### src/rtl/ili9341_pkg.sv
// Shared definitions for the ILI9341 init sequencer: ROM entry format,
// opcode constants, the fixed init ROM contents and hardware-reset timing.
package ili9341_pkg;

    // Kind of each ROM entry, stored in the top two bits of the entry.
    typedef enum logic [1:0] {
        ENT_CMD   = 2'd0,
        ENT_DATA  = 2'd1,
        ENT_DELAY = 2'd2,
        ENT_END   = 2'd3
    } entry_type_e;

    // One ROM word: {kind, value}. kind is kept as plain bits so that
    // kind[0] can drive the D/CX line directly.
    typedef struct packed {
        logic [1:0] kind;
        logic [7:0] value;
    } rom_entry_t;

    localparam logic [7:0] OP_SWRESET = 8'h01;
    localparam logic [7:0] OP_SLPOUT  = 8'h11;
    localparam logic [7:0] OP_COLMOD  = 8'h3A;
    localparam logic [7:0] OP_RGBIF   = 8'hB0;
    localparam logic [7:0] OP_IFCTL   = 8'hF6;
    localparam logic [7:0] OP_DISPON  = 8'h29;

    localparam int ROM_DEPTH = 15;
    localparam int PTR_W     = $clog2(ROM_DEPTH);

    // Hardware reset: RESX low for 1 ms, then released for 5 ms before
    // the first command is sent.
    localparam int HWRST_LOW_MS  = 1;
    localparam int HWRST_WAIT_MS = 5;

    function automatic rom_entry_t mk_entry(input entry_type_e k, input logic [7:0] v);
        rom_entry_t e;
        e.kind  = k;
        e.value = v;
        return e;
    endfunction

    // Fixed init program: software reset, sleep out, 16-bit colour,
    // RGB interface setup, interface control, display on.
    function automatic rom_entry_t rom_entry(input int unsigned idx);
        rom_entry_t e;
        case (idx)
            0:       e = mk_entry(ENT_CMD,   OP_SWRESET);
            1:       e = mk_entry(ENT_DELAY, 8'd5);
            2:       e = mk_entry(ENT_CMD,   OP_SLPOUT);
            3:       e = mk_entry(ENT_DELAY, 8'd120);
            4:       e = mk_entry(ENT_CMD,   OP_COLMOD);
            5:       e = mk_entry(ENT_DATA,  8'h55);
            6:       e = mk_entry(ENT_CMD,   OP_RGBIF);
            7:       e = mk_entry(ENT_DATA,  8'h40);
            8:       e = mk_entry(ENT_CMD,   OP_IFCTL);
            9:       e = mk_entry(ENT_DATA,  8'h01);
            10:      e = mk_entry(ENT_DATA,  8'h00);
            11:      e = mk_entry(ENT_DATA,  8'h06);
            12:      e = mk_entry(ENT_CMD,   OP_DISPON);
            13:      e = mk_entry(ENT_DELAY, 8'd20);
            default: e = mk_entry(ENT_END,   8'h00);
        endcase
        return e;
    endfunction

endpackage

### src/rtl/ili9341_spi_byte_tx.sv
// Serial byte transmitter for the ILI9341 4-wire interface.
// On go it drops CSX, shifts one byte MSB first (SCL low then high for
// SPI_DIV cycles per half), raises CSX for an SPI_DIV-cycle gap and
// pulses done in the last gap cycle. All pin outputs are registered.
module ili9341_spi_byte_tx #(
    parameter int SPI_DIV = 4
) (
    input  logic       clk,
    input  logic       reset,
    input  logic       go,
    input  logic [7:0] tx_byte,
    input  logic       dc,
    output logic       done,
    output logic       gap,
    output logic       csx,
    output logic       dcx,
    output logic       scl,
    output logic       sda
);

    localparam int DIV_W = (SPI_DIV > 1) ? $clog2(SPI_DIV) : 1;

    typedef enum logic [1:0] {
        TX_IDLE,
        TX_SHIFT,
        TX_GAP
    } tx_phase_e;

    tx_phase_e        phase_reg, phase_next;
    logic [DIV_W-1:0] div_reg, div_next;
    logic [2:0]       bit_reg, bit_next;
    logic [7:0]       shreg_reg, shreg_next;
    logic             csx_reg, csx_next;
    logic             dcx_reg, dcx_next;
    logic             scl_reg, scl_next;
    logic             sda_reg, sda_next;
    logic             div_last;

    assign div_last = (div_reg == DIV_W'(SPI_DIV - 1));
    assign done     = (phase_reg == TX_GAP) && div_last;
    assign gap      = (phase_reg == TX_GAP);
    assign csx      = csx_reg;
    assign dcx      = dcx_reg;
    assign scl      = scl_reg;
    assign sda      = sda_reg;

    // State and pin registers.
    always_ff @(posedge clk) begin
        if (reset) begin
            phase_reg <= TX_IDLE;
            div_reg   <= '0;
            bit_reg   <= '0;
            shreg_reg <= '0;
            csx_reg   <= 1'b1;
            dcx_reg   <= 1'b0;
            scl_reg   <= 1'b0;
            sda_reg   <= 1'b0;
        end else begin
            phase_reg <= phase_next;
            div_reg   <= div_next;
            bit_reg   <= bit_next;
            shreg_reg <= shreg_next;
            csx_reg   <= csx_next;
            dcx_reg   <= dcx_next;
            scl_reg   <= scl_next;
            sda_reg   <= sda_next;
        end
    end

    // Bit timing: SDA only moves on the edge where SCL returns low, so the
    // panel always sees stable data on the SCL rising edge.
    always_comb begin
        phase_next = phase_reg;
        div_next   = div_reg;
        bit_next   = bit_reg;
        shreg_next = shreg_reg;
        csx_next   = csx_reg;
        dcx_next   = dcx_reg;
        scl_next   = scl_reg;
        sda_next   = sda_reg;
        case (phase_reg)
            TX_IDLE: begin
                if (go) begin
                    phase_next = TX_SHIFT;
                    csx_next   = 1'b0;
                    dcx_next   = dc;
                    scl_next   = 1'b0;
                    sda_next   = tx_byte[7];
                    shreg_next = tx_byte;
                    bit_next   = 3'd7;
                    div_next   = '0;
                end
            end
            TX_SHIFT: begin
                if (div_last) begin
                    div_next = '0;
                    if (!scl_reg) begin
                        scl_next = 1'b1;
                    end else if (bit_reg == 3'd0) begin
                        phase_next = TX_GAP;
                        csx_next   = 1'b1;
                        scl_next   = 1'b0;
                    end else begin
                        bit_next   = bit_reg - 3'd1;
                        scl_next   = 1'b0;
                        shreg_next = {shreg_reg[6:0], 1'b0};
                        sda_next   = shreg_reg[6];
                    end
                end else begin
                    div_next = div_reg + DIV_W'(1);
                end
            end
            TX_GAP: begin
                if (div_last) begin
                    phase_next = TX_IDLE;
                    div_next   = '0;
                end else begin
                    div_next = div_reg + DIV_W'(1);
                end
            end
            default: phase_next = TX_IDLE;
        endcase
    end

endmodule

### src/rtl/ili9341_init_sequencer.sv
// ILI9341 power-up sequencer: walks the fixed init ROM (commands,
// parameters, millisecond delays, end marker), sends bytes through the
// serial transmitter and raises panel_ready when the program completes.
// Optional: define ILI9341_HW_RESET_EN to generate the RESX pulse before
// the first command; otherwise lcd_resx is tied high.
module ili9341_init_sequencer
    import ili9341_pkg::*;
#(
    parameter int CLKS_PER_MS = 1000,
    parameter int SPI_DIV     = 4
) (
    input  logic clk,
    input  logic reset,
    input  logic start,
    output logic busy,
    output logic panel_ready,
    output logic lcd_resx,
    output logic lcd_csx,
    output logic lcd_dcx,
    output logic lcd_scl,
    output logic lcd_sda
);

    localparam int DLY_W = $clog2(255 * CLKS_PER_MS + 1);

`ifdef ILI9341_HW_RESET_EN
    localparam int HWRST_LOW_CYC  = HWRST_LOW_MS * CLKS_PER_MS;
    localparam int HWRST_WAIT_CYC = HWRST_WAIT_MS * CLKS_PER_MS;

    typedef enum logic [2:0] {
        ST_IDLE, ST_HWRST_LOW, ST_HWRST_WAIT, ST_FETCH,
        ST_SHIFT, ST_GAP, ST_DELAY, ST_DONE
    } state_e;
`else
    typedef enum logic [2:0] {
        ST_IDLE, ST_FETCH, ST_SHIFT, ST_GAP, ST_DELAY, ST_DONE
    } state_e;
`endif

    state_e           state_reg, state_next;
    logic [PTR_W-1:0] ptr_reg, ptr_next, ptr_inc;
    logic [DLY_W-1:0] cnt_reg, cnt_next;
    logic             busy_reg, busy_next;
    logic             ready_reg, ready_next;
    logic             go_reg, go_next;
    logic [DLY_W-1:0] delay_total;
    logic             tx_done;
    logic             tx_gap;
    rom_entry_t       fetched;
    rom_entry_t       rom [ROM_DEPTH];

    // Init program as a constant table, one word per entry.
    genvar gi;
    for (gi = 0; gi < ROM_DEPTH; gi++) begin : g_rom
        assign rom[gi] = rom_entry(gi);
    end

    assign fetched     = rom[ptr_reg];
    assign delay_total = DLY_W'(fetched.value) * DLY_W'(CLKS_PER_MS);
    // The pointer never moves past the END word.
    assign ptr_inc     = (ptr_reg == PTR_W'(ROM_DEPTH - 1)) ? ptr_reg : ptr_reg + PTR_W'(1);

    assign busy        = busy_reg;
    assign panel_ready = ready_reg;

    // Sequencer state and status registers.
    always_ff @(posedge clk) begin
        if (reset) begin
            state_reg <= ST_IDLE;
            ptr_reg   <= '0;
            cnt_reg   <= '0;
            busy_reg  <= 1'b0;
            ready_reg <= 1'b0;
            go_reg    <= 1'b0;
        end else begin
            state_reg <= state_next;
            ptr_reg   <= ptr_next;
            cnt_reg   <= cnt_next;
            busy_reg  <= busy_next;
            ready_reg <= ready_next;
            go_reg    <= go_next;
        end
    end

    // Next-state logic. A DELAY entry of N ms spends N*CLKS_PER_MS cycles
    // from its fetch to the next fetch (fetch cycle included); N=0 costs
    // only the fetch itself. Down-counters expire at zero.
    always_comb begin
        state_next = state_reg;
        ptr_next   = ptr_reg;
        cnt_next   = cnt_reg;
        busy_next  = busy_reg;
        ready_next = ready_reg;
        go_next    = 1'b0;
        case (state_reg)
            ST_IDLE, ST_DONE: begin
                if (start) begin
                    busy_next  = 1'b1;
                    ready_next = 1'b0;
                    ptr_next   = '0;
`ifdef ILI9341_HW_RESET_EN
                    state_next = ST_HWRST_LOW;
                    cnt_next   = DLY_W'(HWRST_LOW_CYC - 1);
`else
                    state_next = ST_FETCH;
`endif
                end
            end
`ifdef ILI9341_HW_RESET_EN
            ST_HWRST_LOW: begin
                if (cnt_reg == '0) begin
                    state_next = ST_HWRST_WAIT;
                    cnt_next   = DLY_W'(HWRST_WAIT_CYC - 1);
                end else begin
                    cnt_next = cnt_reg - DLY_W'(1);
                end
            end
            ST_HWRST_WAIT: begin
                if (cnt_reg == '0) begin
                    state_next = ST_FETCH;
                end else begin
                    cnt_next = cnt_reg - DLY_W'(1);
                end
            end
`endif
            ST_FETCH: begin
                case (fetched.kind)
                    ENT_CMD, ENT_DATA: begin
                        state_next = ST_SHIFT;
                        go_next    = 1'b1;
                    end
                    ENT_DELAY: begin
                        if (delay_total <= DLY_W'(1)) begin
                            ptr_next = ptr_inc;
                        end else begin
                            state_next = ST_DELAY;
                            cnt_next   = delay_total - DLY_W'(2);
                        end
                    end
                    default: begin
                        state_next = ST_DONE;
                        busy_next  = 1'b0;
                        ready_next = 1'b1;
                    end
                endcase
            end
            ST_SHIFT: begin
                if (tx_done) begin
                    state_next = ST_FETCH;
                    ptr_next   = ptr_inc;
                end else if (tx_gap) begin
                    state_next = ST_GAP;
                end
            end
            ST_GAP: begin
                if (tx_done) begin
                    state_next = ST_FETCH;
                    ptr_next   = ptr_inc;
                end
            end
            ST_DELAY: begin
                if (cnt_reg == '0) begin
                    state_next = ST_FETCH;
                    ptr_next   = ptr_inc;
                end else begin
                    cnt_next = cnt_reg - DLY_W'(1);
                end
            end
            default: state_next = ST_IDLE;
        endcase
    end

`ifdef ILI9341_HW_RESET_EN
    logic resx_reg;

    // RESX follows the low-pulse state one cycle later.
    always_ff @(posedge clk) begin
        if (reset) begin
            resx_reg <= 1'b1;
        end else begin
            resx_reg <= (state_reg != ST_HWRST_LOW);
        end
    end

    assign lcd_resx = resx_reg;
`else
    assign lcd_resx = 1'b1;
`endif

    ili9341_spi_byte_tx #(
        .SPI_DIV (SPI_DIV)
    ) u_spi_tx (
        .clk     (clk),
        .reset   (reset),
        .go      (go_reg),
        .tx_byte (fetched.value),
        .dc      (fetched.kind[0]),
        .done    (tx_done),
        .gap     (tx_gap),
        .csx     (lcd_csx),
        .dcx     (lcd_dcx),
        .scl     (lcd_scl),
        .sda     (lcd_sda)
    );

endmodule

### config.mk
export PLATFORM = sky130hd
export DESIGN_NAME = ili9341_init_sequencer
export DESIGN_NICKNAME = d
export VERILOG_FILES = /design/src/rtl/ili9341_pkg.sv /design/src/rtl/ili9341_spi_byte_tx.sv /design/src/rtl/ili9341_init_sequencer.sv
export SDC_FILE = /design/constraint.sdc
export NUM_CORES = 1
export LEC_CHECK = 0
export ABC_AREA = 1
export ABC_CLOCK_PERIOD_IN_PS = 16550
export CORE_AREA = 2 2 99 101
export CTS_CLUSTER_SIZE = 10
export DETAILED_ROUTE_END_ITERATION = 8
export DIE_AREA = 0 0 101 103
export PLACE_DENSITY = 0.7
export REMOVE_ABC_BUFFERS = 1
export SLEW_MARGIN = 20
export SYNTH_ARGS = -nofsm -noshare
export SYNTH_HDL_FRONTEND = slang
export SYNTH_SLANG_ARGS = --single-unit
### constraint.sdc
create_clock -name clk -period 16.55 [get_ports clk]
set_clock_uncertainty 0.1 [all_clocks]
set_input_delay 3.31 -clock clk [delete_from_list [all_inputs] [get_ports clk]]
set_output_delay 3.31 -clock clk [all_outputs]
set_load 0.005 [all_outputs]
* Word-level counts from Yosys, hierarchy flattened *
Memories as Yosys holds them, arrays and structs flattened.
Index checks and enable logic that the tools add are counted.
W data, S select, Z words.

word-level totals
  output and inout port bits = 7
  memories kept = 1
  register bits = 46
  input port bits = 3
  word-level logic and storage cells = 140
  memory bits (read-only) = 160

memories
  memory            depth  width  rd ports  clocked after memory_dff  write ports  RTL line                      source
  (name not given)  16     10     1         0                         0            ili9341_init_sequencer.sv:58  assign fetched = rom[ptr_reg];

operators by class
  order comparisons = 2
  eq/ne operators = 28
  muxes and demuxes = 60
  reduce and logical (&&, ||, !) cells = 27
  $mul = 1
  bitwise logic cells = 2
  add/subtract/negate cells = 5

operators by type and width
  kind                     number
  $mux W18                 3
  $pmux W18 S2             1
  $mux W3                  10
  $mux W7                  4
  $mux W4                  6
  $mux W10                 2
  $ne A2 B2 Y1 const B     10
  $reduce_and A5 Y1        4
  $le A18 B1 Y1 const B    1
  $logic_not A18 Y1        1
  $sub A18 B1 Y18 const B  1
  $sub A18 B2 Y18 const B  1
  $pmux W4 S4              1
  $mul A8 B7 Y15 const B   1
  $mux W1                  15
  $pmux W3 S5              1
  $mux W2                  7
  $pmux W7 S2              1
  $pmux W3 S2              2
  $ne A2 B1 Y1 const B     5
  $pmux W1 S2              5
  $reduce_or A2 Y1         5
  $reduce_bool A2 Y1       4
  $eq A2 B2 Y1 const B     3
  other kinds (23)         31

* Logic depth before layout (Yosys ltp) *
  depth in word-level cells = 9
  gate-level depth with buffers = 30
  mapped depth without buffers = 30

* By module *
From an unflattened synthesis, not the netlist that was laid out.

unflattened totals
  cell total of the unflattened synthesis = 769
  area, all modules = 5,038.6 µm²

by module, submodules not included
  module                  cells an instance  area each (µm²)  seq. area each (µm²)  times used
  ili9341_init_sequencer  621                3,983.8          560.5                 1
  ili9341_spi_byte_tx     148                1,054.8          360.3                 1

* Worst setup path before layout *
No wires, ideal clock.

  path type = register to register
  from = register ptr_reg[0]
  to = register cnt_reg[7]
  period minus slack after synthesis = 5,429 ps
  arrival = 5,201 ps
  stages on the path, launching flop included = 26
  path slack = 11,121 ps
  path buffers = 1
  cells stage by stage = dfxtp_1 > inv_1 > ha_1 > nor2_1 > nor3_1 > inv_1 > fa_1 > inv_1 > fa_1 > fa_1 > ha_1 > ha_1 > nand2_1 > nor2_1 > nand3_1 > nand3_1 > nand2_1 > nand2_1 > nand2_1 > nor2_2 > nand3_2 > nand2_4 > inv_2 > buf_6 > o21ai_2 > nor2_1

on the way
  word-level cells in the longest chain between the ends = 9
  elaborated cells on any way between the ends = 14
  classes of those cells = add/sub: 1; mul: 1; order compare: 1; eq/ne: 3; mux: 5; bitwise: 1; reduce/logical: 1; memory: 1

RTL lines
  item                                             RTL line                       source
  start: declaration                               ili9341_init_sequencer.sv:41   logic [PTR_W-1:0] ptr_reg, ptr_next, ptr_inc;
  start signal: assignment                         ili9341_init_sequencer.sv:77   ptr_reg <= ptr_next;
  $not A4 Y5 (implied by the code) (*)             ili9341_init_sequencer.sv:58
  $mem_v2 Z16 W10 (*)                              --
  $mux W10 (implied by the code) (*) (2 in a row)  ili9341_init_sequencer.sv:58
  $mul A8 B7 Y15                                   ili9341_init_sequencer.sv:59   assign delay_total = DLY_W'(fetched.value) * DLY_W'(CLKS_PER_MS);
  $sub A18 B2 Y18                                  ili9341_init_sequencer.sv:137  cnt_next = delay_total - DLY_W'(2);
  $mux W18                                         ili9341_init_sequencer.sv:133  if (delay_total <= DLY_W'(1)) begin
  $mux W18                                         ili9341_init_sequencer.sv:127  case (fetched.kind)
  $pmux W18 S2                                     ili9341_init_sequencer.sv:95   case (state_reg)
  end signal: assignment                           ili9341_init_sequencer.sv:78   cnt_reg <= cnt_next;
  end: declaration                                 ili9341_init_sequencer.sv:42   logic [DLY_W-1:0] cnt_reg, cnt_next;

Every way passes the cells marked *; elsewhere a longest branch is shown, timed or not. The select of a mux whose other input is x is not followed.
A chain may end at the register's enable or synchronous reset.

* Worst setup path after layout *
  from = register ptr_reg[0]
  to = register cnt_reg[16]

Same word-level chain as after synthesis.

==> run summary <==
The end of the worst register-to-register path is cnt_reg[16]$_SDFFE_PP0P_. The number of nets in the layout came out at 841. The area inside the core boundary is 9460 um^2. The area growth from synthesis to layout is 4.91%.

The pin slew with the least headroom to its limit is 1.03 ns. The number of antenna repair diodes is 0. Before antenna repair, the detailed router went through 5 iterations. The worst hold path terminates at busy$_SDFFE_PP0P_. The mapped cell area came out at 4990 um^2. The depth of the worst hold-timing path came out at 2. The H-tree depth came out at 2. Setup repair after global routing left no endpoint under its margin. In the routed design, unresolved DRC markers number 0. The vertical die dimension is 103 um. The worst-case hold slack is 0.371 ns.

The synthesized design contains 46 register bits. Among cell families on the critical path, the largest total delay comes from adder cells. The number of cells on the worst reg-to-reg path is 26. The worst setup path is launched from a flip-flop. The delay of the slowest cell on the worst path is 0.56 ns. The number of global-route vias before repair is 4663. The detailed-route wire length per cell came out at 13.0 um. The count of nets left with antenna violations once routing finished came out at 0. The critical path arrival is 6.39 ns.

The starting density of the core is 52.8%. The post-route netlist has 5.73% of its cells at a drive strength greater than 1. The final max-slew violation count is 0. The count of buffers from port buffering came out at 8. Detailed routing inserted a total of 4777 vias. In this run the clock root is driven by a sky130_fd_sc_hd__clkbuf_8. The die area is 10400 um^2. The final critical path time including I/O delays and setup is 6.30 ns. The number of hold-repair buffers added at the cts stage is 0. The clock-pin slew on the worst setup and hold paths came out at 0.09 ns. The mean post-synth cell area is 6.51 um^2. The start of the worst register-to-register path is ptr_reg[0]$_SDFFE_PP0P_. The number of setup buffers added after CTS is 0. The x dimension of the die came out at 101 um. 10 I/O pins were placed.

The sequential share of the synthesized area came out at 18.5%. The count of cells resized by post-cts repair is 0. The endpoint required time on the critical path came out at 16.64 ns. The global-route wire length before repair came out at 19900 um. Max-cap violations in this run came to 0. The count of final hold-check violations was 0. The final-layout fill cell count is 907.

The number of buffers inserted during clock tree synthesis is 5. Detailed placement finished with a half-perimeter wire length of 9320 um. The final sum of negative setup slack is 0 ns. The longest clock path from root to sink contains 2 buffers. For this run, the total global-route usage over all layers was measured as 23.5%. The largest fanout on the critical path came out at 22. Counting every instance in the synthesized netlist gives 767.

The worst-skew pair later-pin latency is 0.30 ns. The worst setup path is of the flip-flop to flip-flop kind. The startpoint of the worst setup timing path is ptr_reg[0]$_SDFFE_PP0P_. The maximum number of pins on one net before global-route repair came out at 26. The initial antenna violation count is 0. The flow ran to the end, and the final reports show no timing, DRC or antenna violations. The capturing element type of the critical path is a flip-flop. The reg2reg setup slack came out at 10.25 ns.

Headroom to the max-slew limit came out at 30.9%. The total grt overflow came out at 0. The number of enable-type register cells in the synthesized netlist is 0. The worst hold path begins at busy$_SDFFE_PP0P_. The register with the most flip-flops in the layout has 18 of them. The critical path crosses 26 cells after its start point. Together, buffers and inverters on the worst path number 6. The routed via count divided by cell count came out at 5.42. TritonCTS built the clock tree. The worst hold path class is flip-flop to flip-flop. The flip-flop cell with the highest count after synthesis is sky130_fd_sc_hd__dfxtp_1. The total detailed-routing wirelength is 11500 um. Counting every sink on the clock net gives 46. The highest achievable clock rate came out at 0.159 GHz. For this run, asynchronously set or reset flops after synthesis account for 0%. The number of endpoints failing setup at the final stage came out at 0. The number of different library cells in the post-synthesis netlist is 47. Among all stages on the critical path, the largest delay is contributed by sky130_fd_sc_hd__fa_1.

The Yosys step of the flow raised 0 warnings. The weighted congestion at the end of routability-driven global placement came out at 0.933. Counting stages on the worst path, the most repeated cell is sky130_fd_sc_hd__inv_1.

The final critical-path share of the clock period came out at 38.1%. The first routing iteration left 174 violations. The number of placement rows came out at 36.
synth_stat cells, types with 4 or more instances:
library cell | count | share of area, %
sky130_fd_sc_hd__fa_1 | 22 | 8.8
sky130_fd_sc_hd__inv_1 | 138 | 10
sky130_fd_sc_hd__ha_1 | 49 | 12
sky130_fd_sc_hd__nor2_1 | 83 | 6.2
sky130_fd_sc_hd__o21ai_2 | 6 | 1.1
sky130_fd_sc_hd__dfxtp_1 | 46 | 18
sky130_fd_sc_hd__o21ai_0 | 39 | 3.9
sky130_fd_sc_hd__nand2_1 | 178 | 13
sky130_fd_sc_hd__clkbuf_1 | 9 | 0.68
sky130_fd_sc_hd__xor2_1 | 10 | 1.8
sky130_fd_sc_hd__nor2_2 | 5 | 0.63
sky130_fd_sc_hd__buf_6 | 5 | 1.1
sky130_fd_sc_hd__a31oi_1 | 4 | 0.50
sky130_fd_sc_hd__nand3_1 | 47 | 4.7
sky130_fd_sc_hd__nor3_1 | 9 | 0.90
sky130_fd_sc_hd__nand4_1 | 20 | 2.5
sky130_fd_sc_hd__a21oi_1 | 51 | 5.1
cell usage in the layout (no fill, tap or decap), drive strengths merged:
| master | instances |
|---|---|
| a21oi | 53 |
| a311oi | 3 |
| a31oi | 4 |
| clkbuf | 5 |
| buf | 3 |
| o21bai | 1 |
| nand2 | 182 |
| a21boi | 2 |
| nand3 | 51 |
| ha | 49 |
| nor3 | 11 |
| clkdlybuf4s50 | 8 |
| o22ai | 1 |
| o211ai | 1 |
| dfxtp | 46 |
| nor4 | 2 |
| nor2 | 91 |
| and2 | 1 |
| conb | 1 |
| and3b | 1 |
| nand4 | 20 |
| clkinv | 3 |
| o21ai | 46 |
| o31ai | 2 |
| nand3b | 2 |
| and3 | 1 |
| fa | 22 |
| xnor2 | 1 |
| bufinv | 1 |
| xor2 | 10 |
| inv | 143 |
| a211oi | 1 |
routing by layer:
metal  track usage, %  share of wire (%)  vias to the layer above
li1                 -                  -                     2432
met1             29.3                 45                     2238
met2             43.6                 50                       97
met3             3.25                4.5                       10
met4             4.05               0.94                        0
met5                0                  0                        -
per-stage QoR:
step           area [um^2]  worst slack, ns  cells  util, %
6_report              5240            10.25    882     55.3
5_1_grt               5240             9.60    882     55.3
4_1_cts               5240            10.23    882     55.3
3_5_place_dp          5120            10.27    874     54.2
3_3_place_gp          5120            10.52    874     54.2
2_1_floorplan         4880            11.03    749        -
how the worst max path moves through the flow:
stage / end / slack, ns
after detailed placement: cnt_reg[14]$_SDFFE_PP0P_ / 10.27
after CTS: cnt_reg[14]$_SDFFE_PP0P_ / 10.23
final: cnt_reg[16]$_SDFFE_PP0P_ / 10.25
after floorplan: cnt_reg[14]$_SDFFE_PP0P_ / 11.03
after global placement: cnt_reg[14]$_SDFFE_PP0P_ / 10.52
after global routing: cnt_reg[16]$_SDFFE_PP0P_ / 9.60
cell type report:
cell class / count / area [um^2] / share of cell area (%)
multi-input cells: 559 / 3410 / 65.2
flip-flops and latches: 46 / 921 / 17.6
inverters: 144 / 544 / 10.4
well taps: 114 / 143 / 2.72
repair buffers: 11 / 103 / 1.96
clock buffers: 5 / 68.8 / 1.31
clock inverters: 3 / 43.8 / 0.837
cell families after synthesis:
logic type,count (synthesis),synth area share (%)
XOR/XNOR,11,1.93
flip-flops,46,18.5
AND/OR/NAND/NOR,362,32.2
buffers and inverters,162,13.2
other,1,0.0752
AO/OA/AOI/OAI,114,13.0
adder cells (fa/ha/maj),71,21.1
worst register-to-register path, delay by kind of cell (launching register included):
family,cells,cell delay [ns]
compound gates,3,0.88
fa+ha+maj,6,2.54
buf+inv,6,0.80
flops,1,0.46
simple gates,11,1.41
Power is left out: the tool's default activity adds up to more than one toggle a clock period on the data nets, which glitch-free logic cannot reach.
